**config.mk**
```make
export PLATFORM = sky130hd
export DESIGN_NAME = hazard_ctrl_flat
export DESIGN_NICKNAME = d
export VERILOG_FILES = /design/src/rtl/hazard_ctrl_if.sv /design/src/rtl/hazard_ctrl.sv /design/src/flat_wrapper.sv
export SDC_FILE = /design/constraint.sdc
export NUM_CORES = 1
export LEC_CHECK = 0
export BUFFER_PORTS_ARGS = -buffer_cell sky130_fd_sc_hd__buf_2
export CORE_MARGIN = 5
export CORE_UTILIZATION = 47
export DETAILED_ROUTE_END_ITERATION = 10
export PLACE_DENSITY = 0.78
export REMOVE_ABC_BUFFERS = 1
export SYNTH_ARGS = -nofsm -noshare
export SYNTH_HDL_FRONTEND = slang
export SYNTH_SLANG_ARGS = --single-unit
```
**constraint.sdc**
```tcl
create_clock -name clk -period 2.69 [get_ports clk]
set_clock_uncertainty 0.2 [all_clocks]
set_input_delay 0 -clock clk [delete_from_list [all_inputs] [get_ports clk]]
set_output_delay 0 -clock clk [all_outputs]
set_load 0.1 [all_outputs]
```
**src/rtl/hazard_ctrl_if.sv**
```systemverilog
// Hazard controller pipeline-side signal bundle.
// master: pipeline datapath (drives hazard inputs, consumes enables/flushes).
// slave:  hazard_ctrl.
interface hazard_ctrl_if #(
   parameter int CNT_W = 16
);
   logic [4:0]       IFID_Rs;
   logic [4:0]       IFID_Rt;
   logic             IFID_UsesRt;
   logic             IDEX_MemRead;
   logic [4:0]       IDEX_Rt;
   logic             Branch_Taken;
   logic             MD_Start;
   logic             MD_Div;
   logic             Stall_Clr;
   logic             PC_Write;
   logic             IFID_Write;
   logic             IDEX_Write;
   logic             IFID_Flush;
   logic             IDEX_Flush;
   logic             MD_Busy;
   logic             MD_Done;
   logic [CNT_W-1:0] Stall_Cycles;

   modport master (
      output IFID_Rs, IFID_Rt, IFID_UsesRt, IDEX_MemRead, IDEX_Rt,
             Branch_Taken, MD_Start, MD_Div, Stall_Clr,
      input  PC_Write, IFID_Write, IDEX_Write, IFID_Flush, IDEX_Flush,
             MD_Busy, MD_Done, Stall_Cycles
   );

   modport slave (
      input  IFID_Rs, IFID_Rt, IFID_UsesRt, IDEX_MemRead, IDEX_Rt,
             Branch_Taken, MD_Start, MD_Div, Stall_Clr,
      output PC_Write, IFID_Write, IDEX_Write, IFID_Flush, IDEX_Flush,
             MD_Busy, MD_Done, Stall_Cycles
   );
endinterface

```
**src/rtl/hazard_ctrl.sv**
```systemverilog
// Pipeline hazard controller for the 5-stage MIPS core (ID/EX).
// Generates PC/IF-ID/ID-EX write enables and flushes for load-use stalls and
// taken branches, sequences the multi-cycle mult/div unit, and counts stall
// cycles (saturating).
// Optional feature macro: HAZARD_MULDIV_EN enables the mult/div sequencer;
// without it MD_Start/MD_Div are ignored and MD_Busy/MD_Done stay 0.
module hazard_ctrl #(
   parameter int MUL_CYCLES = 4,
   parameter int DIV_CYCLES = 32,
   parameter int CNT_W      = 16
) (
   input logic           clk,
   input logic           rst,
   hazard_ctrl_if.slave  hz
);

   logic             load_use;
   logic             ex_hold;
   logic             md_done;
   logic             pc_write;
   logic [CNT_W-1:0] stall_q;

`ifdef HAZARD_MULDIV_EN
   localparam int MAX_LOAD = ((DIV_CYCLES > MUL_CYCLES) ? DIV_CYCLES : MUL_CYCLES) - 2;
   localparam int CW       = (MAX_LOAD > 1) ? $clog2(MAX_LOAD + 1) : 1;

   typedef enum logic [1:0] {IDLE, BUSY, DONE} md_state_t;

   md_state_t     state;
   logic [CW-1:0] cnt;
   logic          md_done_q;

   // Mult/div sequencer: start -> BUSY countdown -> one DONE cycle -> IDLE.
   always_ff @(posedge clk or posedge rst) begin
      if (rst) begin
         state     <= IDLE;
         cnt       <= '0;
         md_done_q <= 1'b0;
      end else begin
         md_done_q <= 1'b0;
         case (state)
            IDLE: begin
               if (hz.MD_Start) begin
                  cnt   <= hz.MD_Div ? CW'(DIV_CYCLES - 2) : CW'(MUL_CYCLES - 2);
                  state <= BUSY;
               end
            end
            BUSY: begin
               if (cnt == '0) begin
                  state     <= DONE;
                  md_done_q <= 1'b1;
               end else begin
                  cnt <= cnt - CW'(1);
               end
            end
            DONE: state <= IDLE;
            default: state <= IDLE;
         endcase
      end
   end

   // Hold is released while rst is asserted, even if MD_Start is still high.
   always_comb begin
      ex_hold = ~rst & (((state == IDLE) & hz.MD_Start) | (state == BUSY));
      md_done = md_done_q;
   end
`else
   logic unused_md;

   // Mult/div sequencer absent: EX is never held.
   always_comb begin
      ex_hold   = 1'b0;
      md_done   = 1'b0;
      unused_md = hz.MD_Start ^ hz.MD_Div;
   end
`endif

   // Hazard decode and enable/flush generation; EX hold > branch > load-use.
   always_comb begin
      load_use = hz.IDEX_MemRead & (hz.IDEX_Rt != 5'd0) &
                 ((hz.IDEX_Rt == hz.IFID_Rs) |
                  (hz.IFID_UsesRt & (hz.IDEX_Rt == hz.IFID_Rt)));
      pc_write        = ~ex_hold & ~(load_use & ~hz.Branch_Taken);
      hz.PC_Write     = pc_write;
      hz.IFID_Write   = pc_write;
      hz.IDEX_Write   = ~ex_hold;
      hz.IFID_Flush   = hz.Branch_Taken & ~ex_hold;
      hz.IDEX_Flush   = (hz.Branch_Taken | load_use) & ~ex_hold;
      hz.MD_Busy      = ex_hold;
      hz.MD_Done      = md_done;
      hz.Stall_Cycles = stall_q;
   end

   // Saturating stall-cycle counter; clear takes precedence over increment.
   always_ff @(posedge clk or posedge rst) begin
      if (rst) begin
         stall_q <= '0;
      end else if (hz.Stall_Clr) begin
         stall_q <= '0;
      end else if (!pc_write && (stall_q != '1)) begin
         stall_q <= stall_q + CNT_W'(1);
      end
   end

endmodule
```
**src/flat_wrapper.sv**
```systemverilog
// flat-port wrapper written by rule: the top's interface ports become plain ports
module hazard_ctrl_flat 
#(
   parameter int MUL_CYCLES = 4,
   parameter int DIV_CYCLES = 32,
   parameter int CNT_W      = 16
)
  (clk, rst, hz_IFID_Rs, hz_IFID_Rt, hz_IFID_UsesRt, hz_IDEX_MemRead, hz_IDEX_Rt, hz_Branch_Taken, hz_MD_Start, hz_MD_Div, hz_Stall_Clr, hz_PC_Write, hz_IFID_Write, hz_IDEX_Write, hz_IFID_Flush, hz_IDEX_Flush, hz_MD_Busy, hz_MD_Done, hz_Stall_Cycles);
  hazard_ctrl_if #(.CNT_W(CNT_W)) hz_i ();
  input logic clk;
  input logic rst;
  input wire logic [$bits(hz_i.IFID_Rs)-1:0] hz_IFID_Rs;
  input wire logic [$bits(hz_i.IFID_Rt)-1:0] hz_IFID_Rt;
  input wire logic [$bits(hz_i.IFID_UsesRt)-1:0] hz_IFID_UsesRt;
  input wire logic [$bits(hz_i.IDEX_MemRead)-1:0] hz_IDEX_MemRead;
  input wire logic [$bits(hz_i.IDEX_Rt)-1:0] hz_IDEX_Rt;
  input wire logic [$bits(hz_i.Branch_Taken)-1:0] hz_Branch_Taken;
  input wire logic [$bits(hz_i.MD_Start)-1:0] hz_MD_Start;
  input wire logic [$bits(hz_i.MD_Div)-1:0] hz_MD_Div;
  input wire logic [$bits(hz_i.Stall_Clr)-1:0] hz_Stall_Clr;
  output wire logic [$bits(hz_i.PC_Write)-1:0] hz_PC_Write;
  output wire logic [$bits(hz_i.IFID_Write)-1:0] hz_IFID_Write;
  output wire logic [$bits(hz_i.IDEX_Write)-1:0] hz_IDEX_Write;
  output wire logic [$bits(hz_i.IFID_Flush)-1:0] hz_IFID_Flush;
  output wire logic [$bits(hz_i.IDEX_Flush)-1:0] hz_IDEX_Flush;
  output wire logic [$bits(hz_i.MD_Busy)-1:0] hz_MD_Busy;
  output wire logic [$bits(hz_i.MD_Done)-1:0] hz_MD_Done;
  output wire logic [$bits(hz_i.Stall_Cycles)-1:0] hz_Stall_Cycles;
  assign hz_i.IFID_Rs = hz_IFID_Rs;
  assign hz_i.IFID_Rt = hz_IFID_Rt;
  assign hz_i.IFID_UsesRt = hz_IFID_UsesRt;
  assign hz_i.IDEX_MemRead = hz_IDEX_MemRead;
  assign hz_i.IDEX_Rt = hz_IDEX_Rt;
  assign hz_i.Branch_Taken = hz_Branch_Taken;
  assign hz_i.MD_Start = hz_MD_Start;
  assign hz_i.MD_Div = hz_MD_Div;
  assign hz_i.Stall_Clr = hz_Stall_Clr;
  assign hz_PC_Write = hz_i.PC_Write;
  assign hz_IFID_Write = hz_i.IFID_Write;
  assign hz_IDEX_Write = hz_i.IDEX_Write;
  assign hz_IFID_Flush = hz_i.IFID_Flush;
  assign hz_IDEX_Flush = hz_i.IDEX_Flush;
  assign hz_MD_Busy = hz_i.MD_Busy;
  assign hz_MD_Done = hz_i.MD_Done;
  assign hz_Stall_Cycles = hz_i.Stall_Cycles;
  hazard_ctrl #(.MUL_CYCLES(MUL_CYCLES), .DIV_CYCLES(DIV_CYCLES), .CNT_W(CNT_W)) u_core (.clk(clk), .rst(rst), .hz(hz_i));
endmodule
```
==> results.py <==
metrics = {
    "timing": {
        "fmax_mhz": 403,
        "worst_slack_ps": 208,
        "period_needed_ps": 2480,
        "tightest_slew_ps": 1110,
        "rsz0062_at_grt": "no",
        "period_share_pct": 92.3,
        "hold_viol": 0,
        "slew_violations": 0,
        "relSlewSlack_pct": 25.9,
        "setup_viol": 0,
    },
    "synthesis": {
        "avgSynthCellArea_um2": 8.87,
        "synth_cell_types": 35,
        "synth_area_leaders": "dfrtp_1 35%, or4_1 7.3%, xor2_1 6.9%, o31ai_1 6.6%, a21oi_1 5.7%",
        "synth-main-ff-cell": "dfrtp_1",
        "seq_area_frac_synth_pct": 35.3,
        "synth_edf_count": 0,
        "yosysMostFrequentCell": "dfrtp_1",
        "async_flop_share_pct": 100,
        "synth_area_um2": 1130,
        "ys_warn_count": 0,
        "yosysTopAreaCell": "dfrtp_1",
        "syn_inst": 128,
        "synth_top_area_share_pct": 35.3,
        "synth_seq_cells": 16,
        "synth_commonest_cells": "16 x dfrtp_1, 13 x a21oi_1, 11 x or4_1",
    },
    "critical_path": {
        "crit_chain": "ha_1 > and3_1 > a41oi_2 > nand2_1 > buf_4 > or4b_1 > a21oi_1",
        "startpoint_type": "register",
        "max_stage_delay_ps": 460,
        "cp.required_ps": 2700,
        "crit_path_end_kind": "register",
        "rr_startpoint": "u_core.hz.Stall_Cycles[0]$_DFFE_PP0P_",
        "reg2reg_setup_slack_ps": 210,
        "reg2reg_depth": 7,
        "cp_slowest_cell": "or4b_1",
        "crit_fanout": 10,
        "reg2reg_to": "u_core.hz.Stall_Cycles[5]$_DFFE_PP0P_",
        "arrival_ps": 2490,
        "timing_worst_setup_path_type": "register to register",
    },
    "clocking": {
        "clock_path_buffers": 2,
        "path_clk_slew_ps": 100,
        "cts_resized": 0,
        "htreeDepth": 1,
        "cts_buffers": 3,
        "clock-root-buffer": "clkbuf_4",
        "cts.sinks": 16,
        "clk_latency_ps": 290,
        "cts_tree": "done",
    },
    "floorplan": {
        "die_h_um": 59.1,
        "placeableCoreArea_um2": 2250,
        "num_rows": 17,
        "initial_utilization_pct": 50.3,
        "die_w_um": 59.1,
        "io_pins": 46,
        "dieArea_um2": 3500,
    },
    "power_and_ir_drop": {
        "ir_worst_vdd_uv": 301,
        "clkPwrFrac_pct": 31.7,
        "p_int_uw": 352,
        "switching_share_pct": 30.2,
        "seq_power_share_pct": 47.8,
        "p_per_area_nw_per_um2": 364,
        "p_comb_share_pct": 20.6,
        "p_leak_uw": 0.000610,
        "p_switching_uw": 152,
    },
    "detailed_routing": {
        "num_vias": 1129,
        "wire_per_inst_um": 14.3,
        "drtPass1Iterations": 4,
        "drc": 0,
        "routed_via_density": 5.79,
        "detail-route-antenna-nets": 0,
        "finalWirelength_um": 2790,
        "drt_iter0_drc": 33,
    },
    "grt": {
        "antenna_found_initial": 0,
        "grt_remaining_overflow": 0,
        "grt_max_degree": 20,
        "grt_pass1_wl_um": 4700,
        "grt_pass1_vias": 1077,
        "grt_usage_pct": 17.1,
    },
    "final_layout": {
        "area_growth_pct": 22.1,
        "fin_cells": 195,
        "n_antenna_cell": 0,
        "largest_reg_flops": 16,
        "drive_gt1_share_pct": 29.9,
        "finalNetCount": 192,
    },
    "place": {
        "globalplace.congestion": 0.822,
        "preCtsSetupSlack_ps": 239,
        "port_buffers": 40,
        "placed_cells_incl_taps": 188,
        "dp_hpwl_um": 2050,
    },
    "min_path": {
        "hold_end": "u_core.hz.Stall_Cycles[12]$_DFFE_PP0P_",
        "worstHoldPathCells": 5,
        "hold_class": "primary input to register",
        "hold_path.startpoint": "hz_IDEX_MemRead",
    },
    "outcome": {
        "status": "finished clean",
    },
    "flow_run": {
        "drv_cap": 0,
    },
}
==> power groups by stage <==
stage | registers, uW | logic [uW] | clock network (uW)
after global routing | 241 | 113 | 179
after detailed placement | 246 | 100 | 0
final | 241 | 104 | 160
after global placement | 246 | 97.9 | 0
after floorplan | 247 | 56.7 | 0
after CTS | 241 | 104 | 166
==> per-stage QoR <==
stage	TNS [ps]	hold slack [ps]	utilization (%)	power, uW	area, um2
2_1_floorplan	-2420	-286	-	304	1060
3_3_place_gp	0	-96.6	58.5	344	1320
3_5_place_dp	0	-96.5	58.5	346	1320
4_1_cts	0	4.56	61.4	510	1390
5_1_grt	0	24.6	61.4	533	1390
6_report	0	18.1	61.4	504	1390
==> logic make-up after synthesis <==
group | Yosys count | synth area share [%]
mux | 3 | 2.87
other cells | 2 | 0.662
xor+xnor | 10 | 7.72
simple gates | 51 | 26.9
buf+inv | 14 | 7.50
fa+ha+maj | 1 | 1.10
flops | 16 | 35.3
compound gates | 31 | 18.0
==> placed cells by master, fill, tap and decap left out, drive strengths merged, types with 2 or more instances in the layout <==
cell / Yosys / routed
a21oi: 13 / 13
clkbuf: 2 / 4
nand4: 4 / 4
o31ai: 10 / 10
mux2: 2 / 2
nor3: 2 / 2
or4: 11 / 11
xor2: 9 / 9
nand3: 7 / 7
inv: 2 / 2
dfrtp: 16 / 16
or3: 3 / 3
and3: 2 / 2
buf: 10 / 43
nor2: 7 / 7
o21ai: 3 / 3
conb: 2 / 3
nand2b: 2 / 2
and4: 3 / 3
nand2: 5 / 5
dlygate4sd3: 0 / 3
nor2b: 2 / 2
==> worst max-delay path by stage <==
stage	from	to	slack, ps
2_1_floorplan	hz_IFID_Rt[3]	hz_IFID_Write	-280
3_3_place_gp	u_core.hz.Stall_Cycles[0]$_DFFE_PP0P_	u_core.hz.Stall_Cycles[7]$_DFFE_PP0P_	300
3_5_place_dp	u_core.hz.Stall_Cycles[0]$_DFFE_PP0P_	u_core.hz.Stall_Cycles[9]$_DFFE_PP0P_	240
4_1_cts	u_core.hz.Stall_Cycles[0]$_DFFE_PP0P_	u_core.hz.Stall_Cycles[9]$_DFFE_PP0P_	220
5_1_grt	u_core.hz.Stall_Cycles[0]$_DFFE_PP0P_	u_core.hz.Stall_Cycles[4]$_DFFE_PP0P_	30
6_report	u_core.hz.Stall_Cycles[0]$_DFFE_PP0P_	u_core.hz.Stall_Cycles[5]$_DFFE_PP0P_	210
==> repair_timing <==
item / CTS / global route
hold buffers: 3 / 0
setup buffers: 0 / 0
endpoints found under the hold margin: 29 / 0
endpoints found under the setup margin: 0 / 0
==> worst max-delay path, delay by kind of cell (launching register included) <==
family	cells	cell delay (ps)
AND/OR/NAND/NOR	3	890
flip-flops	1	440
AO/OA/AOI/OAI	2	370
adder cells (fa/ha/maj)	1	270
buffers and inverters	1	240
==> layer usage <==
metal  GRT usage (%)  part of all wire, %  up-vias  routed length [um]
li1                -                    -      555                   -
met1            21.5                   44      549                1220
met2            28.4                   52       23                1450
met3            4.58                  4.2        2                 116
met4            5.18                 0.43        0                  12
met5               0                    0        -                   0
==> cell type report <==
type / instances / area [um2]
Fill cell: 208 / 870
Multi-Input combinational cell: 99 / 653
Sequential cell: 16 / 400
Timing Repair Buffer: 46 / 253
Clock buffer: 4 / 36.3
Tap cell: 28 / 35.0
Inverter: 2 / 7.51
Note: power is estimated with default switching activity, not from simulation.
